===== src/rtl/pwm_deadtime_pkg.sv =====
// Shared widths and the per-channel state encoding for the PWM dead-time stage.
package pwm_deadtime_pkg;

   localparam int PWM_DT_WIDTH    = 8;
   localparam int PWM_DT_CHNL_NUM = 4;

   typedef enum logic [2:0] {
      ST_OFF   = 3'd0,
      ST_LOW   = 3'd1,
      ST_DT_LH = 3'd2,
      ST_HIGH  = 3'd3,
      ST_DT_HL = 3'd4
   } dt_state_e;

   // {high, low} drive implied by a state; OFF and both dead phases drive neither side.
   function automatic logic [1:0] state_drive(input dt_state_e s);
      case (s)
         ST_LOW:  return 2'b01;
         ST_HIGH: return 2'b10;
         default: return 2'b00;
      endcase
   endfunction

endpackage


===== src/rtl/pwm_dt_chnl.sv =====
// Single channel: complementary drive FSM, dead-time counter and registered outputs.
module pwm_dt_chnl
   import pwm_deadtime_pkg::*;
#(
   parameter int DT_WIDTH = PWM_DT_WIDTH
) (
   input  logic                clk_i,
   input  logic                rst_n_i,
   input  logic                en_i,
   input  logic [DT_WIDTH-1:0] dt_i,
   input  logic                pwm_i,
   output logic                pwmh_o,
   output logic                pwml_o,
   output logic                drop_o
);

   dt_state_e           state_q, state_d;
   logic [DT_WIDTH-1:0] cnt_q, cnt_d;
   logic                pwmh_q, pwmh_d;
   logic                pwml_q, pwml_d;
   logic                drop_q, drop_d;
   logic                dt_zero;

   assign dt_zero = (dt_i == '0);

   always_comb begin
      // NOTE: every target is defaulted first so no branch can leave one unassigned (no latch).
      state_d = state_q;
      cnt_d   = cnt_q;
      drop_d  = 1'b0;
      if (!en_i) begin
         state_d = ST_OFF;
         cnt_d   = '0;
      end else begin
         case (state_q)
            ST_OFF: begin
               cnt_d = dt_i;
               if (pwm_i) state_d = dt_zero ? ST_HIGH : ST_DT_LH;
               else       state_d = dt_zero ? ST_LOW  : ST_DT_HL;
            end
            ST_LOW: begin
               if (pwm_i) begin
                  cnt_d   = dt_i;
                  state_d = dt_zero ? ST_HIGH : ST_DT_LH;
               end
            end
            ST_HIGH: begin
               if (!pwm_i) begin
                  cnt_d   = dt_i;
                  state_d = dt_zero ? ST_LOW : ST_DT_HL;
               end
            end
            // A dead phase whose input reverts is a pulse shorter than dt: fall back and flag it.
            ST_DT_LH: begin
               if (!pwm_i) begin
                  state_d = ST_LOW;
                  cnt_d   = '0;
                  drop_d  = 1'b1;
               end else if (cnt_q <= DT_WIDTH'(1)) begin
                  state_d = ST_HIGH;
                  cnt_d   = '0;
               end else begin
                  cnt_d = cnt_q - DT_WIDTH'(1);
               end
            end
            ST_DT_HL: begin
               if (pwm_i) begin
                  state_d = ST_HIGH;
                  cnt_d   = '0;
                  drop_d  = 1'b1;
               end else if (cnt_q <= DT_WIDTH'(1)) begin
                  state_d = ST_LOW;
                  cnt_d   = '0;
               end else begin
                  cnt_d = cnt_q - DT_WIDTH'(1);
               end
            end
            default: begin
               state_d = ST_OFF;
               cnt_d   = '0;
            end
         endcase
      end
      {pwmh_d, pwml_d} = state_drive(state_d);
   end

   // NOTE: sequential state uses non-blocking assignments so all flops update from pre-edge values.
   always_ff @(posedge clk_i or negedge rst_n_i) begin
      if (!rst_n_i) begin
         state_q <= ST_OFF;
         cnt_q   <= '0;
         pwmh_q  <= 1'b0;
         pwml_q  <= 1'b0;
         drop_q  <= 1'b0;
      end else begin
         state_q <= state_d;
         cnt_q   <= cnt_d;
         pwmh_q  <= pwmh_d;
         pwml_q  <= pwml_d;
         drop_q  <= drop_d;
      end
   end

   assign pwmh_o = pwmh_q;
   assign pwml_o = pwml_q;
   assign drop_o = drop_q;

endmodule


===== src/rtl/pwm_deadtime.sv =====
// Multi-channel complementary PWM drive with dead-time insertion and short-pulse absorption.
// Define PWM_DT_SYNC_EN to pass each pwm_i bit through a 2-flop synchronizer first.
module pwm_deadtime
   import pwm_deadtime_pkg::*;
#(
   parameter int CHNL_NUM = PWM_DT_CHNL_NUM,
   parameter int DT_WIDTH = PWM_DT_WIDTH
) (
   input  logic                clk_i,
   input  logic                rst_n_i,
   input  logic                en_i,
   input  logic [DT_WIDTH-1:0] dt_i,
   input  logic [CHNL_NUM-1:0] pwm_i,
   output logic [CHNL_NUM-1:0] pwmh_o,
   output logic [CHNL_NUM-1:0] pwml_o,
   output logic [CHNL_NUM-1:0] drop_o
);

   logic [CHNL_NUM-1:0] pwm_s;

`ifdef PWM_DT_SYNC_EN
   // pwm_i comes from the divided timer clock here, so resynchronize before the FSMs.
   logic [CHNL_NUM-1:0] sync1_q, sync1_d;
   logic [CHNL_NUM-1:0] sync2_q, sync2_d;

   always_comb begin
      sync1_d = pwm_i;
      sync2_d = sync1_q;
   end

   always_ff @(posedge clk_i or negedge rst_n_i) begin
      if (!rst_n_i) begin
         sync1_q <= '0;
         sync2_q <= '0;
      end else begin
         sync1_q <= sync1_d;
         sync2_q <= sync2_d;
      end
   end

   assign pwm_s = sync2_q;
`else
   assign pwm_s = pwm_i;
`endif

   for (genvar g = 0; g < CHNL_NUM; g++) begin : g_chnl
      pwm_dt_chnl #(
         .DT_WIDTH (DT_WIDTH)
      ) u_chnl (
         .clk_i   (clk_i),
         .rst_n_i (rst_n_i),
         .en_i    (en_i),
         .dt_i    (dt_i),
         .pwm_i   (pwm_s[g]),
         .pwmh_o  (pwmh_o[g]),
         .pwml_o  (pwml_o[g]),
         .drop_o  (drop_o[g])
      );
   end

endmodule

===== config.mk =====
export PLATFORM = sky130hd
export DESIGN_NAME = pwm_deadtime
export DESIGN_NICKNAME = d
export VERILOG_FILES = /design/src/rtl/pwm_deadtime_pkg.sv /design/src/rtl/pwm_dt_chnl.sv /design/src/rtl/pwm_deadtime.sv
export SDC_FILE = /design/constraint.sdc
export NUM_CORES = 1
export LEC_CHECK = 0
export CAP_MARGIN = 15
export CORE_ASPECT_RATIO = 0.6
export CORE_MARGIN = 2
export CORE_UTILIZATION = 50
export CTS_BUF_LIST = sky130_fd_sc_hd__clkbuf_4 sky130_fd_sc_hd__clkbuf_8
export DETAILED_ROUTE_END_ITERATION = 16
export GPL_ROUTABILITY_DRIVEN = 0
export PLACE_DENSITY = 0.7
export REMOVE_ABC_BUFFERS = 1
export SETUP_SLACK_MARGIN = 0.05
export SKIP_CTS_REPAIR_TIMING = 1
export SYNTH_ARGS = -nofsm -noshare
export SYNTH_HDL_FRONTEND = slang
export SYNTH_SLANG_ARGS = --single-unit

===== constraint.sdc =====
create_clock -name clk_i -period 4.14 [get_ports clk_i]
set_input_delay 0.828 -clock clk_i [delete_from_list [all_inputs] [get_ports clk_i]]
set_output_delay 0.828 -clock clk_i [all_outputs]
set_load 0.01 [all_outputs]

==> Yosys cells after proc, flatten, opt, wreduce, memory -nomap -nowiden <==
Index checks and enable logic that the tools add are counted.
{ "word_totals": {"mem_bits_ro": 0, "ramBits": 0, "latchBits": 0, "n_memories": 0, "output_inout_bits": 12, "input_bits": 15, "ff_bits": 56, "wordCells": 155} }
{ "op_classes": {"n_mux": 86, "n_div": 0, "n_addsub": 4, "n_eq_ne": 32, "n_shift": 0, "n_lt_le_gt_ge": 4, "bitwise_logic": 0, "n_reduce_logical": 9, "n_mul": 0} }
{ "op_table": {"columns": ["op", "n"], "rows": [
  ["$mux W8", 24],
  ["$pmux W8 S5", 4],
  ["$mux W3", 33],
  ["$pmux W3 S5", 4],
  ["$eq A3 B2 Y1 const B", 12],
  ["$le A8 B1 Y1 const B", 4],
  ["$sub A8 B1 Y8 const B", 4],
  ["$eq A3 B1 Y1 const B", 8],
  ["$ne A3 B3 Y1 const B", 8],
  ["$pmux W2 S2", 4],
  ["$mux W1", 13],
  ["$eq A3 B3 Y1 const B", 4],
  ["$logic_not A3 Y1", 4],
  ["$logic_not A8 Y1", 1],
  ["$pmux W1 S2", 4],
  ["$reduce_and A2 Y1", 4]
]} }

==> Logic depth before layout (Yosys ltp) <==
Gate-level depths: netlist of the first run.
{ "depth": {"depth_word": 7, "depth_mapped": 7, "ltp_nobuf": 7} }

==> By module <==
A second synthesis of the first run with hierarchy kept.
{ "unflattened": {"hier_cells": 438, "hier_area_um2": 4036.4} }
{ "by_module_without_submodules": {"columns": ["module", "cells_per_inst", "instances", "area_per_inst_um2"], "rows": [
  ["pwm_dt_chnl (g_chnl[0].u_chnl ...)", 111, 2, 1009.7],
  ["pwm_dt_chnl (g_chnl[2].u_chnl ...)", 108, 2, 1008.5]
]} }

==> Worst setup path before layout of the first run <==
Ideal clock, no wire load.
{ "synth_timing": {"path_kind": "input to register", "startpoint": "input port pwm_i[2]", "endpoint": "register g_chnl[2].u_chnl.cnt_q[3]", "n_path_buf": 0, "path_stages": 5, "t_arrival_ns": 1.951, "setup_ns": 0.092, "slack_ns": 2.096, "required_time_ns": 4.048, "cell_sequence": "or3b_1 a21oi_2 nand2b_1 or2_1 o221ai_1"} }
{ "synth_between": {"elab_chain_len": 3, "word_cells_on_any_way": 7} }
{ "synth_rtl": {"columns": ["element", "line", "text"], "rows": [
  ["start, declared", "pwm_deadtime.sv:13", "input logic [CHNL_NUM-1:0] pwm_i,"],
  ["$mux W8 (on tied branches)", "pwm_dt_chnl.sv:67, pwm_dt_chnl.sv:55", null],
  ["$pmux W8 S5", "pwm_dt_chnl.sv:35", "case (state_q)"],
  ["$mux W8", "pwm_dt_chnl.sv:31", "if (!en_i) begin"],
  ["end signal, assigned", "pwm_dt_chnl.sv:97", "cnt_q <= cnt_d;"],
  ["end, declared", "pwm_dt_chnl.sv:18", "logic [DT_WIDTH-1:0] cnt_q, cnt_d;"]
]} }
Several ways; a longest one is shown, not always the timed one.
A chain may end at the register's enable or synchronous reset.

==> Worst setup path after layout of the first run <==
{ "layout_timing": {"startpoint": "input port en_i", "endpoint": "register g_chnl[2].u_chnl.cnt_q[3]"} }
{ "layout_between": {"elab_chain_len": 2, "word_cells_on_any_way": 4} }
{ "layout_rtl": {"columns": ["element", "line", "text"], "rows": [
  ["start, declared", "pwm_deadtime.sv:11", "input logic en_i,"],
  ["$ne A3 B3 Y1 (no line)", null, null],
  ["$reduce_and A2 Y1 (no line)", null, null]
]} }
Several ways; a longest one is shown, not always the timed one.

==> results_dict.tcl, run 1 <==
set metrics [dict create \
    path_max_fanout 22 \
    drtIter0Drc 403 \
    via_per_inst 6.26 \
    grt_usage 0.240 \
    run_status "finished, final reports clean" \
    core_um2 7300 \
    cts_buffers 5 \
    hp-class "reg2reg" \
    dr.pass1.iters 5 \
    yosys_warnings 0 \
    r2r_cells 7 \
    tightest_slew_ps 897 \
    dieArea_um2 8320 \
    synth.largest_area_cell "dfrtp_1" \
    setup_slack_ps 1500 \
    fillers 667 \
    final_nets 461 \
    globalRouteOverflowTotal 0 \
    timing.rr.end "g_chnl[2].u_chnl.cnt_q[3]$_DFFE_PN0P_" \
    grt_pass1_vias 3042 \
    cp_data_required_time_ps 4370 \
    place_hpwl_um 6580 \
    drtAntennaViolNets 0 \
    ys_async_sr_fraction 1.00 \
    ys_seq_area_frac 0.370 \
    cts.clk_slew.worst_paths_ps 100 \
    synth-main-ff-cell "dfrtp_1" \
    post-route-drc-count 0 \
    die_h_um 71.5 \
    arrival_ps 2870 \
    insertion_delay_ps 320 \
    fin_crit_ps 2640 \
    fin_tns_setup_ps 0 \
    rsz0062_at_grt "false" \
    routed_wl_um 9330 \
    grt_max_degree 40 \
    final-hold-violation-count 0 \
    synth_area_leaders "dfrtp_1, o21ai_0, a21oi_1" \
    netlist_instances 436 \
    drv_cap 0 \
    ir_drop_v 0.000177 \
    drive_above_1_share 0.0638 \
    use_met2 0.321 \
    gr-max-usage-layer "met1" \
    fin_area_um2 4100 \
    reg2reg_slack_ps 2060 \
    antenna_cells 0 \
    post_drt_wl_per_cell_um 17.2 \
    synth_edf_count 0 \
    startpoint "en_i" \
    htreeDepth 2 \
    clockBufferDepth 2 \
    dpl_worst_slack_ps 1210 \
    antenna_found_initial 0 \
    period_share 0.639 \
    finalSetupViolCount 0 \
    netlist_area_um2 3790 \
    skew_ps 11.3 \
    path_class "in2reg" \
    place_area_um2 4010 \
    r2r-start "g_chnl[2].u_chnl.cnt_q[0]$_DFFE_PN0P_" \
    use_met1 0.385 \
    grt_pass1_wl_um 15600 \
    regArea_um2 1400 \
    root_buffer "clkbuf_8" \
    crit_end "g_chnl[2].u_chnl.cnt_q[3]$_DFFE_PN0P_" \
    rows 24 \
    grtUsageMet3 0.0465 \
    crit_path_start_kind "input port" \
    port_buffers 26 \
    synth_top_area_frac 0.370 \
    power_density_nw_per_um2 343 \
    start_util 0.520 \
    ios 27 \
    crit_path_end_kind "flip-flop" \
    synth-seq-cells 56 \
    area_delta_synth_final_pct 8.09 \
    relSlewSlack 0.402 \
    cts_tree "done" \
    syn_avg_cell_area_um2 8.70 \
    multi_input_area_um2 2140 \
    synth_cell_types 71 \
    max_freq_mhz 378 \
    cts.sinks 56 \
    p_leak_uw 0.00168 \
    slew_violations 0 \
    die_x_um 116 \
    vias 3400 \
]
[state kept, by name, summed over array words and instances (netlist names)]
signal / flops
g_chnl.u_chnl.state_q: 12
g_chnl.u_chnl.cnt_q: 32
g_chnl.u_chnl.pwml_o: 4
g_chnl.u_chnl.drop_o: 4
g_chnl.u_chnl.pwmh_o: 4
[cell usage after synthesis (3+ instances only)]
cell and count:
o31ai_1 4, clkbuf_1 12, o22ai_1 4, o221ai_1 3, nand2_1 34, nand3_1 4
o211ai_1 4, o21ai_0 35, a22oi_1 13, xor2_1 3, o2bb2ai_1 6, and3b_1 4
a21oi_1 29, xnor2_1 9, inv_1 20, a31oi_1 3, o311ai_0 4, nand2b_1 13
nor2_1 30, a32oi_1 11, nor3_1 12, and2_1 7, nand3b_1 4, dfrtp_1 56
nor4_1 5, o21ai_1 3, buf_4 12, nor2b_1 7, a21o_1 3, buf_2 7
and3_1 10, ha_1 8, a21oi_2 5
[layout make-up]
cell class	instances	area share
multi-input combinational	328	0.522
sequential	56	0.342
timing repair buffer	27	0.0641
tap	104	0.0318
inverter	20	0.0183
clock buffer	5	0.0168
clock inverter	3	0.00458
[worst max-delay path, cell delays in order]
cell             delay [ps]
clkdlybuf4s50_1         970
o21ai_1                 480
or2_1                   370
o221ai_1                220
[worst min path at each step]
stage / start / end / slack [ps] / cells after the start
2_1_floorplan: g_chnl[0].u_chnl.cnt_q[1]$_DFFE_PN0P_ / g_chnl[0].u_chnl.cnt_q[1]$_DFFE_PN0P_ / 470 / 2
3_3_place_gp: g_chnl[3].u_chnl.cnt_q[1]$_DFFE_PN0P_ / g_chnl[3].u_chnl.cnt_q[1]$_DFFE_PN0P_ / 500 / 2
3_5_place_dp: g_chnl[3].u_chnl.cnt_q[7]$_DFFE_PN0P_ / g_chnl[3].u_chnl.cnt_q[7]$_DFFE_PN0P_ / 530 / 2
4_1_cts: g_chnl[1].u_chnl.cnt_q[6]$_DFFE_PN0P_ / g_chnl[1].u_chnl.cnt_q[6]$_DFFE_PN0P_ / 560 / 1
5_1_grt: g_chnl[1].u_chnl.cnt_q[4]$_DFFE_PN0P_ / g_chnl[1].u_chnl.cnt_q[4]$_DFFE_PN0P_ / 570 / 1
6_report: g_chnl[3].u_chnl.cnt_q[1]$_DFFE_PN0P_ / g_chnl[3].u_chnl.cnt_q[1]$_DFFE_PN0P_ / 560 / 2
[stage by stage]
step / power (uW) / utilization / cells / hold WS [ps]
after global routing: 1500 / 0.562 / 543 / 571
after global placement: 1080 / 0.550 / 535 / 501
after CTS: 1400 / 0.562 / 543 / 559
after detailed placement: 1090 / 0.550 / 535 / 534
after floorplan: 951 / - / 404 / 473
final: 1400 / 0.562 / 543 / 556
[power by group]
group | total, uW | switching [uW] | internal (uW)
sequential | 668 | 72.2 | 595
combinational | 424 | 252 | 172
clock | 313 | 194 | 119
[routing by layer]
metal | up-vias | part of all wire
met2 | 180 | 0.40
met4 | 0 | 0.019
met1 | 1590 | 0.49
li1 | 1614 | -
met5 | - | 0
met3 | 16 | 0.091
[cells by family (layout without fill, tap and decap cells)]
family | Yosys count | count (layout) | share of synthesized area
adder cells (fa/ha/maj) | 8 | 8 | 0.0264
flip-flops | 56 | 56 | 0.370
multiplexers | 3 | 3 | 0.00825
AO/OA/AOI/OAI | 149 | 149 | 0.268
buffers and inverters | 52 | 55 | 0.0657
XOR/XNOR | 12 | 12 | 0.0277
AND/OR/NAND/NOR | 156 | 156 | 0.234
[cell usage in the layout, fill, tap and decap left out, types with 4 or more instances in the layout]
| master | n |
|---|---|
| nor2b_1 | 7 |
| nor3_1 | 12 |
| nand3b_1 | 4 |
| a21oi_2 | 5 |
| ha_1 | 8 |
| inv_1 | 20 |
| and3b_1 | 4 |
| and3_1 | 10 |
| a21oi_1 | 29 |
| nor2_1 | 30 |
| xnor2_1 | 9 |
| nor4_1 | 5 |
| dfrtp_1 | 56 |
| o2bb2ai_1 | 6 |
| o22ai_1 | 4 |
| a22oi_1 | 13 |
| and2_1 | 7 |
| nand3_1 | 4 |
| nand2_1 | 34 |
| nand2b_1 | 13 |
| o21ai_0 | 35 |
| a32oi_1 | 11 |
| clkbuf_8 | 5 |
| o211ai_1 | 4 |
| o311ai_0 | 4 |
| o31ai_1 | 4 |
| clkdlybuf4s50_1 | 25 |
(Power assumes the default switching activity.)
==> inputs of run 2 (changes only) <==
- PLACE_DENSITY: 0.7 -> 0.72
- clock period: 4.14 -> 2.2 ns (I/O delays scaled with it)
==> results_dict.tcl, run 2 (synthesis results as in run 1) <==
set metrics [dict create \
    run_status "finished, final reports clean" \
    period_share 0.916 \
    max_freq_mhz 496 \
    arrival_ps 2260 \
    grt_max_degree 34 \
    finalSetupViolCount 0 \
    p_leak_uw 0.00187 \
    layout_commonest_cell "dfrtp_1" \
    post_drt_wl_per_cell_um 17.6 \
    dr.pass1.iters 5 \
    ios 27 \
    largest_register_ff_count 32 \
    fillers 632 \
    place_hpwl_um 7330 \
    insertion_delay_ps 320 \
    drive_above_1_share 0.137 \
    drv_cap 0 \
    report.power.total_uw 2850 \
    reg.largest.list "g_chnl.u_chnl.cnt_q (32), g_chnl.u_chnl.state_q (12)" \
    port_buffers 26 \
    path_class "reg2reg" \
    fin_area_um2 4420 \
    cp_data_required_time_ps 2440 \
    routed_wl_um 10200 \
    skew_ps 10.8 \
    ir_drop_v 0.000386 \
    path_max_fanout 7 \
    drtIter0Drc 322 \
    root_buffer "clkbuf_8" \
    slew_violations 0 \
    drtAntennaViolNets 0 \
    start_util 0.520 \
    antenna_found_initial 0 \
    grt_pass1_vias 3458 \
    cts_tree "done" \
    antenna_cells 0 \
    hp-class "in2async" \
    relSlewSlack 0.432 \
    final_nets 496 \
    fin_tns_setup_ps 0 \
    post-route-drc-count 0 \
    top_register "g_chnl.u_chnl.cnt_q" \
    grt_usage 0.262 \
    rsz0062_at_grt "false" \
    clockBufferDepth 2 \
    power_density_nw_per_um2 646 \
    tightest_slew_ps 845 \
    globalRouteOverflowTotal 0 \
    final_cell_mix "dfrtp_1, o21ai_0, nand2_1, buf_4" \
    cts_buffers 5 \
    fin_crit_ps 2010 \
    die_h_um 71.5 \
    crit_path_start_kind "flip-flop" \
    dieArea_um2 8320 \
    final-hold-violation-count 0 \
    cts.clk_slew.worst_paths_ps 110 \
    place_area_um2 4300 \
    fin_util 0.605 \
    rows 24 \
    vias 3578 \
    htreeDepth 2 \
    grt_pass1_wl_um 17100 \
    cts.sinks 56 \
    crit_path_end_kind "flip-flop" \
    die_x_um 116 \
    area_delta_synth_final_pct 16.5 \
    core_um2 7300 \
    via_per_inst 6.19 \
]
run 2: cell types whose count changed in the layout (fill, tap and decap cells not counted):
cell,previous run,this run
o31ai_1,4,3
clkinv_2,2,1
buf_12,0,2
nor2_1,30,29
clkbuf_4,0,1
buf_4,1,34
clkinv_4,1,0
o31ai_2,0,1
bufinv_16,0,1
nor2_2,0,1
run 2: area by class of cell:
class / instances / area [um2] / share of cell area
inverter: 20 / 75.1 / 0.0170
tap: 104 / 130 / 0.0295
clock buffer: 6 / 76.3 / 0.0173
sequential: 56 / 1400 / 0.317
timing repair buffer: 62 / 551 / 0.125
multi-input combinational: 328 / 2150 / 0.486
clock inverter: 2 / 35.0 / 0.00793
run 2: final timing paths:
check | start | to | slack [ps] | cells after the start
setup reg to reg | g_chnl[2].u_chnl.cnt_q[0]$_DFFE_PN0P_ | g_chnl[2].u_chnl.cnt_q[3]$_DFFE_PN0P_ | 190 | 7
hold / removal | rst_n_i | g_chnl[3].u_chnl.cnt_q[4]$_DFFE_PN0P_ | 110 | 1
max in group asynchronous | rst_n_i | g_chnl[0].u_chnl.cnt_q[4]$_DFFE_PN0P_ | 1520 | 2
setup / recovery | g_chnl[2].u_chnl.cnt_q[0]$_DFFE_PN0P_ | g_chnl[2].u_chnl.cnt_q[3]$_DFFE_PN0P_ | 190 | 7
min in group clk_i | g_chnl[0].u_chnl.cnt_q[1]$_DFFE_PN0P_ | g_chnl[0].u_chnl.cnt_q[1]$_DFFE_PN0P_ | 550 | 2
hold reg to reg | g_chnl[0].u_chnl.cnt_q[1]$_DFFE_PN0P_ | g_chnl[0].u_chnl.cnt_q[1]$_DFFE_PN0P_ | 550 | 2
run 2: critical path: stages, from the launching register on:
cell and delay (ps):
dfrtp_1 430, inv_1 80, ha_1 290, nor2_2 190, and3b_1 250, nand2b_1 230, or2_1 270, o221ai_1 190
run 2: per-layer routing:
layer | global-route usage | vias up | wire, um
met4 | 0.0556 | 0 | 102
met1 | 0.390 | 1763 | 4840
met5 | 0 | - | 0
li1 | - | 1681 | -
met3 | 0.0533 | 13 | 737
met2 | 0.397 | 121 | 4490
run 2: report_power, final:
group | leakage (uW) | internal, uW | total, uW | switching (uW)
combinational | 0.00107 | 388 | 910 | 522
clock | 0.0000586 | 351 | 704 | 353
sequential | 0.000748 | 1120 | 1240 | 120
total | 0.00187 | 1860 | 2850 | 994
run 2: metrics by stage:
stage	worst slack [ps]	cells	hold slack (ps)
after floorplan	473	404	144
final	186	578	108
after global placement	-28.7	570	469
after detailed placement	-98.5	570	476
after global routing	30.2	578	147
after CTS	182	578	124
==> RTL change 1 (flow settings as in run 2) <==
The option `PWM_DT_SYNC_EN` is turned on by a define.
--- a/src/rtl/pwm_deadtime.sv
+++ b/src/rtl/pwm_deadtime.sv
@@ -1,5 +1,7 @@
 // Multi-channel complementary PWM drive with dead-time insertion and short-pulse absorption.
 // Define PWM_DT_SYNC_EN to pass each pwm_i bit through a 2-flop synchronizer first.
+`define PWM_DT_SYNC_EN
+
 module pwm_deadtime
    import pwm_deadtime_pkg::*;
 #(
Function: changed (Yosys sat finds a counterexample within 4 cycles, from zero or initial values and one cycle with rst_n_i low).
==> RTL change 1 against run 2 <==
- power rose by 19%
- routed wire length up 0.45%
- sequential cell count is 8 higher
- core utilization fell by 1.1 points
- sequential share of layout area increased by 2.6 points
- highest routed layer unchanged
- cell area is 5.6% higher
- synthesized area up 6.8%
- via count rose by 0.34%
- largest power group unchanged
- cell count rose by 1.7%
- sequential power rose by 16%
- setup slack worse by 0.0077 ns
- count of clock-buffer cells in the layout grew 7
==> RTL change 1: results (changes against run 2) <==
| Metric | Value |
|---|---|
| Clock-pin slew on the worst setup and hold paths | `0.07 ns (-0.04 ns)` |
| PD cells | `726 mW/mm2 (+12%)` |
| CP max stage delay | `0.57 ns (+0.14 ns)` |
| Number of global-route vias before repair | `3279 (-5.2%)` |
| FFs w/ async S/R, synth | `1.00 (unchanged)` |
| Sequential area share after synthesis | `0.396 (+0.0260)` |
| CP arrival | `2.26 ns (about the same)` |
| Skew final | `0.00593 ns (-0.00491 ns)` |
| Total CTS buffers | `9 (+4)` |
| NumNets Final | `499 (+0.60%)` |
| Count of unique library cells instantiated by Yosys | `72 (+1.4%)` |
| Worst-Margin Slew | `0.583 ns (-0.262 ns)` |
| Yosys Warn Count | `0 (unchanged)` |
| Largest net degree at the start of global routing | `38 (+12%)` |
| Largest regs | `g_chnl.u_chnl.cnt_q (32), g_chnl.u_chnl.state_q (12)` |
| DP Cell Count | `572 (+0.35%)` |
| Peak supply drop | `414 uV (+7.4%)` |
| Worst hold path type | `reg2reg` |
| Outcome | `finished clean` |
| Post-Syn Instances | `447 (+2.5%)` |
| IO buf count | `26 (unchanged)` |
| H-tree depth | `3 (+1)` |
| Static Leak | `0.00198 uW (+5.5%)` |
| DP Worst Slack | `0.0329 ns (+0.131 ns)` |
| Ant diodes | `0 (unchanged)` |
| Via density | `6.11 (-1.4%)` |
| Critical path's top delay family | `simple AND/OR/NAND/NOR gates` |
| Worst Path Max Fanout | `4 (-3)` |
| First-pass GRT wire length | `17.0 mm (-0.56%)` |
| Post-route insts no fill | `588 (+1.7%)` |
| Detailed-router iteration count before antenna repair | `5 (unchanged)` |
| Antenna violations before repair | `0 (unchanged)` |
| DRT Wirelength | `10.2 mm (+0.45%)` |
| Synth top cells by count | `64 x dfrtp_1, 38 x o21ai_0, 28 x inv_1` |
| Root Buffer Master | `clkbuf_8` |
| Clock tree buffer depth | `2 (unchanged)` |
| Synth top area cells | `dfrtp_1 40%, o21ai_0 4.7%, a21oi_1 3.1%` |
| Total routing usage reported by global routing | `0.250 (-0.0121)` |
| Clk Latency, worst-skew pair | `0.36 ns (+0.04 ns)` |
| Fraction of layout cells with a size suffix above 1 | `0.140 (+0.00245)` |
| Detailed Route Iter0 Violations | `335 (+4.0%)` |
| Slowest CP cell | `or4_4` |
| Placed wire-length estimate | `7.46 mm (+1.8%)` |
RTL change 1: worst paths after layout:
path / end / startpoint / depth (start not counted) / slack, ns
worst max-delay path: g_chnl[2].u_chnl.cnt_q[3] / g_chnl[2].u_chnl.cnt_q[7] / 5 / 0.18
worst min-delay path: pwm_s[1] / sync1_q[1] / 0 / 0.35
worst max register to register: g_chnl[2].u_chnl.cnt_q[3] / g_chnl[2].u_chnl.cnt_q[7] / 5 / 0.18
worst min register to register: pwm_s[1] / sync1_q[1] / 0 / 0.35
max in group asynchronous: g_chnl[2].u_chnl.pwmh_o / rst_n_i / 3 / 1.19
min in group asynchronous: g_chnl[0].u_chnl.cnt_q[5] / rst_n_i / 2 / 0.47
RTL change 1: cell type report:
type	count	area (um2)
Timing Repair Buffer	54	493
Clock inverter	2	37.5
Inverter	28	105
Tap cell	108	135
Fill cell	664	3190
Multi-Input combinational cell	319	2120
Clock buffer	13	173
Sequential cell	64	1600
RTL change 1: kinds of logic after synthesis:
family / after synthesis / share of synthesized area
DFF: 64 / 0.396
muxes: 4 / 0.0105
adders and majority gates: 8 / 0.0247
AOI/OAI and AO/OA: 141 / 0.236
buffers and inverters: 64 / 0.0813
xor gates and xnor gates: 14 / 0.0303
and+or+nand+nor: 152 / 0.221
RTL change 1: where the power goes:
group | switching, uW | internal, uW
Sequential | 162 | 1280
Combinational | 475 | 389
Clock | 465 | 623
Total | 1100 | 2290
RTL change 1: layer usage:
| layer | GRT usage | share of wire | vias up |
|---|---|---|---|
| li1 | - | - | 1698 |
| met1 | 0.382 | 0.50 | 1729 |
| met2 | 0.343 | 0.40 | 141 |
| met3 | 0.0660 | 0.082 | 22 |
| met4 | 0.0732 | 0.017 | 0 |
| met5 | 0 | 0 | - |
RTL change 1: worst register-to-register path: stages (launching register included):
cell	delay, ns
dfrtp_1	0.41
or4_4	0.57
nor4_4	0.25
nor3_2	0.13
a22o_1	0.24
a221o_1	0.31
RTL change 1: stage by stage:
step / cell area, um2 / utilization / total power, uW
after global placement: 4440 / 0.566 / 2270
after CTS: 4650 / 0.593 / 3400
final: 4670 / 0.594 / 3390
after detailed placement: 4440 / 0.566 / 2300
after floorplan: 3820 / - / 1980
after global routing: 4670 / 0.594 / 3580
==> RTL change 2 (config.mk and constraints of run 2) <==
Made on the original files. Re-encode `dt_state_e` (5 states) as one-hot, 5 bits wide.
--- a/src/rtl/pwm_deadtime_pkg.sv
+++ b/src/rtl/pwm_deadtime_pkg.sv
@@ -4,12 +4,12 @@
    localparam int PWM_DT_WIDTH    = 8;
    localparam int PWM_DT_CHNL_NUM = 4;
 
-   typedef enum logic [2:0] {
-      ST_OFF   = 3'd0,
-      ST_LOW   = 3'd1,
-      ST_DT_LH = 3'd2,
-      ST_HIGH  = 3'd3,
-      ST_DT_HL = 3'd4
+   typedef enum logic [4:0] {
+      ST_OFF   = 5'b00001,
+      ST_LOW   = 5'b00010,
+      ST_DT_LH = 5'b00100,
+      ST_HIGH  = 5'b01000,
+      ST_DT_HL = 5'b10000
    } dt_state_e;
 
    // {high, low} drive implied by a state; OFF and both dead phases drive neither side.
Behaviour: no difference found for any inputs over 4 cycles, from zero or initial values and one cycle with rst_n_i low; so few cycles prove little.
==> RTL change 2 against run 2 <==
- routed wire length up 22%
- sequential cell count is 8 higher
- cell area is 23% higher
- setup slack worse by 0.050 ns
- fmax fell by 2.4%
- synthesized area is 22% higher
- register-to-register slack worse by 0.04 ns
- critical path type is now in2reg
- critical endpoint unchanged
Power is not compared: it rests on default switching activity, and its combinational part moved more than twofold at a synthesized area within 25%.
==> RTL change 2: results (changes against run 2) <==
| Metric | Value |
|---|---|
| Total routing usage reported by global routing | `0.257 (-0.00495)` |
| H-tree depth | `3 (+1)` |
| Largest net degree at the start of global routing | `65 (+91%)` |
| Met2 wire length | `5.32 mm (+18%)` |
| Number of global-route vias before repair | `4018 (+16%)` |
| Slew HR | `0.564 (+0.132)` |
| Fraction of layout cells with a size suffix above 1 | `0.172 (+0.0353)` |
| Outcome | `finished clean` |
| Synth top cells by count | `60 x dfrtp_1, 52 x nor2_1, 39 x nand2_1` |
| Mux contribution to synthesized area | `0.0133 (+0.00500)` |
| Slowest CP cell | `clkdlybuf4s50_1` |
| Skew final | `0.00762 ns (-0.00322 ns)` |
| Main combinational cell family by area after synthesis | `simple AND/OR/NAND/NOR gates` |
| Worst Path Max Fanout | `10 (+3)` |
| Largest regs | `g_chnl.u_chnl.cnt_q (32), g_chnl.u_chnl.state_q (20)` |
| Detailed Route Iter0 Violations | `481 (+49%)` |
| Adder-Cell Fraction of Synth Area | `0.0216 (-0.00477)` |
| Clock-pin slew on the worst setup and hold paths | `0.07 ns (-0.04 ns)` |
| Placed wire-length estimate | `9.01 mm (+23%)` |
| Met3 wire len | `1.15 mm (+55%)` |
| Total CTS buffers | `9 (+4)` |
| First-pass GRT wire length | `20.3 mm (+19%)` |
| Routed wire per std cell | `17.9 um (+1.8%)` |
| R2R depth | `8 (+1)` |
| Clk Latency, worst-skew pair | `0.36 ns (+0.04 ns)` |
| Slack of the worst reg-to-reg path | `0.15 ns (-0.04 ns)` |
| NumNets Final | `592 (+19%)` |
| Count of unique library cells instantiated by Yosys | `69 (-2.8%)` |
| Critical path class | `in2reg` |
| Synth Area in XOR/XNOR | `0.0322 (+0.00446)` |
| Hold WS | `0.0575 ns (-0.0510 ns)` |
| Synth top area cells | `dfrtp_1 32%, nor2_1 4.2%, nand2_1 3.2%` |
| Via density | `6.31 (+2.0%)` |
## RTL change 2: changes by cell type after synthesis, sizes merged, moves of 7 or more
cell	run 2	this run
a21oi	34	22
xor2	3	10
nor2b	7	14
nor3	12	19
a22o	2	20
buf	20	36
o21ai	38	29
nor2	30	52
and2	7	14
## RTL change 2: per-stage QoR
stage | cells | setup slack [ns] | util
finish | 690 | 0.136 | 0.596
global route | 690 | 0.0133 | 0.596
CTS | 690 | 0.0976 | 0.595
detailed placement | 674 | -0.227 | 0.567
global placement | 674 | -0.106 | 0.567
floorplan | 480 | 0.334 | -
## RTL change 2: routing by layer
metal / vias to the layer above / global-route usage
met5: - / 0
met4: 0 / 0.0813
met3: 20 / 0.0770
met2: 222 / 0.357
met1: 2096 / 0.380
li1: 2017 / -
## RTL change 2: final cells by class
cell class / instances / area (um2)
inverter: 15 / 56.3
timing repair buffer: 78 / 658
sequential: 64 / 1610
fill: 780 / 3670
tap: 116 / 145
multi-input combinational: 401 / 2690
clock buffer: 10 / 138
clock inverter: 6 / 115
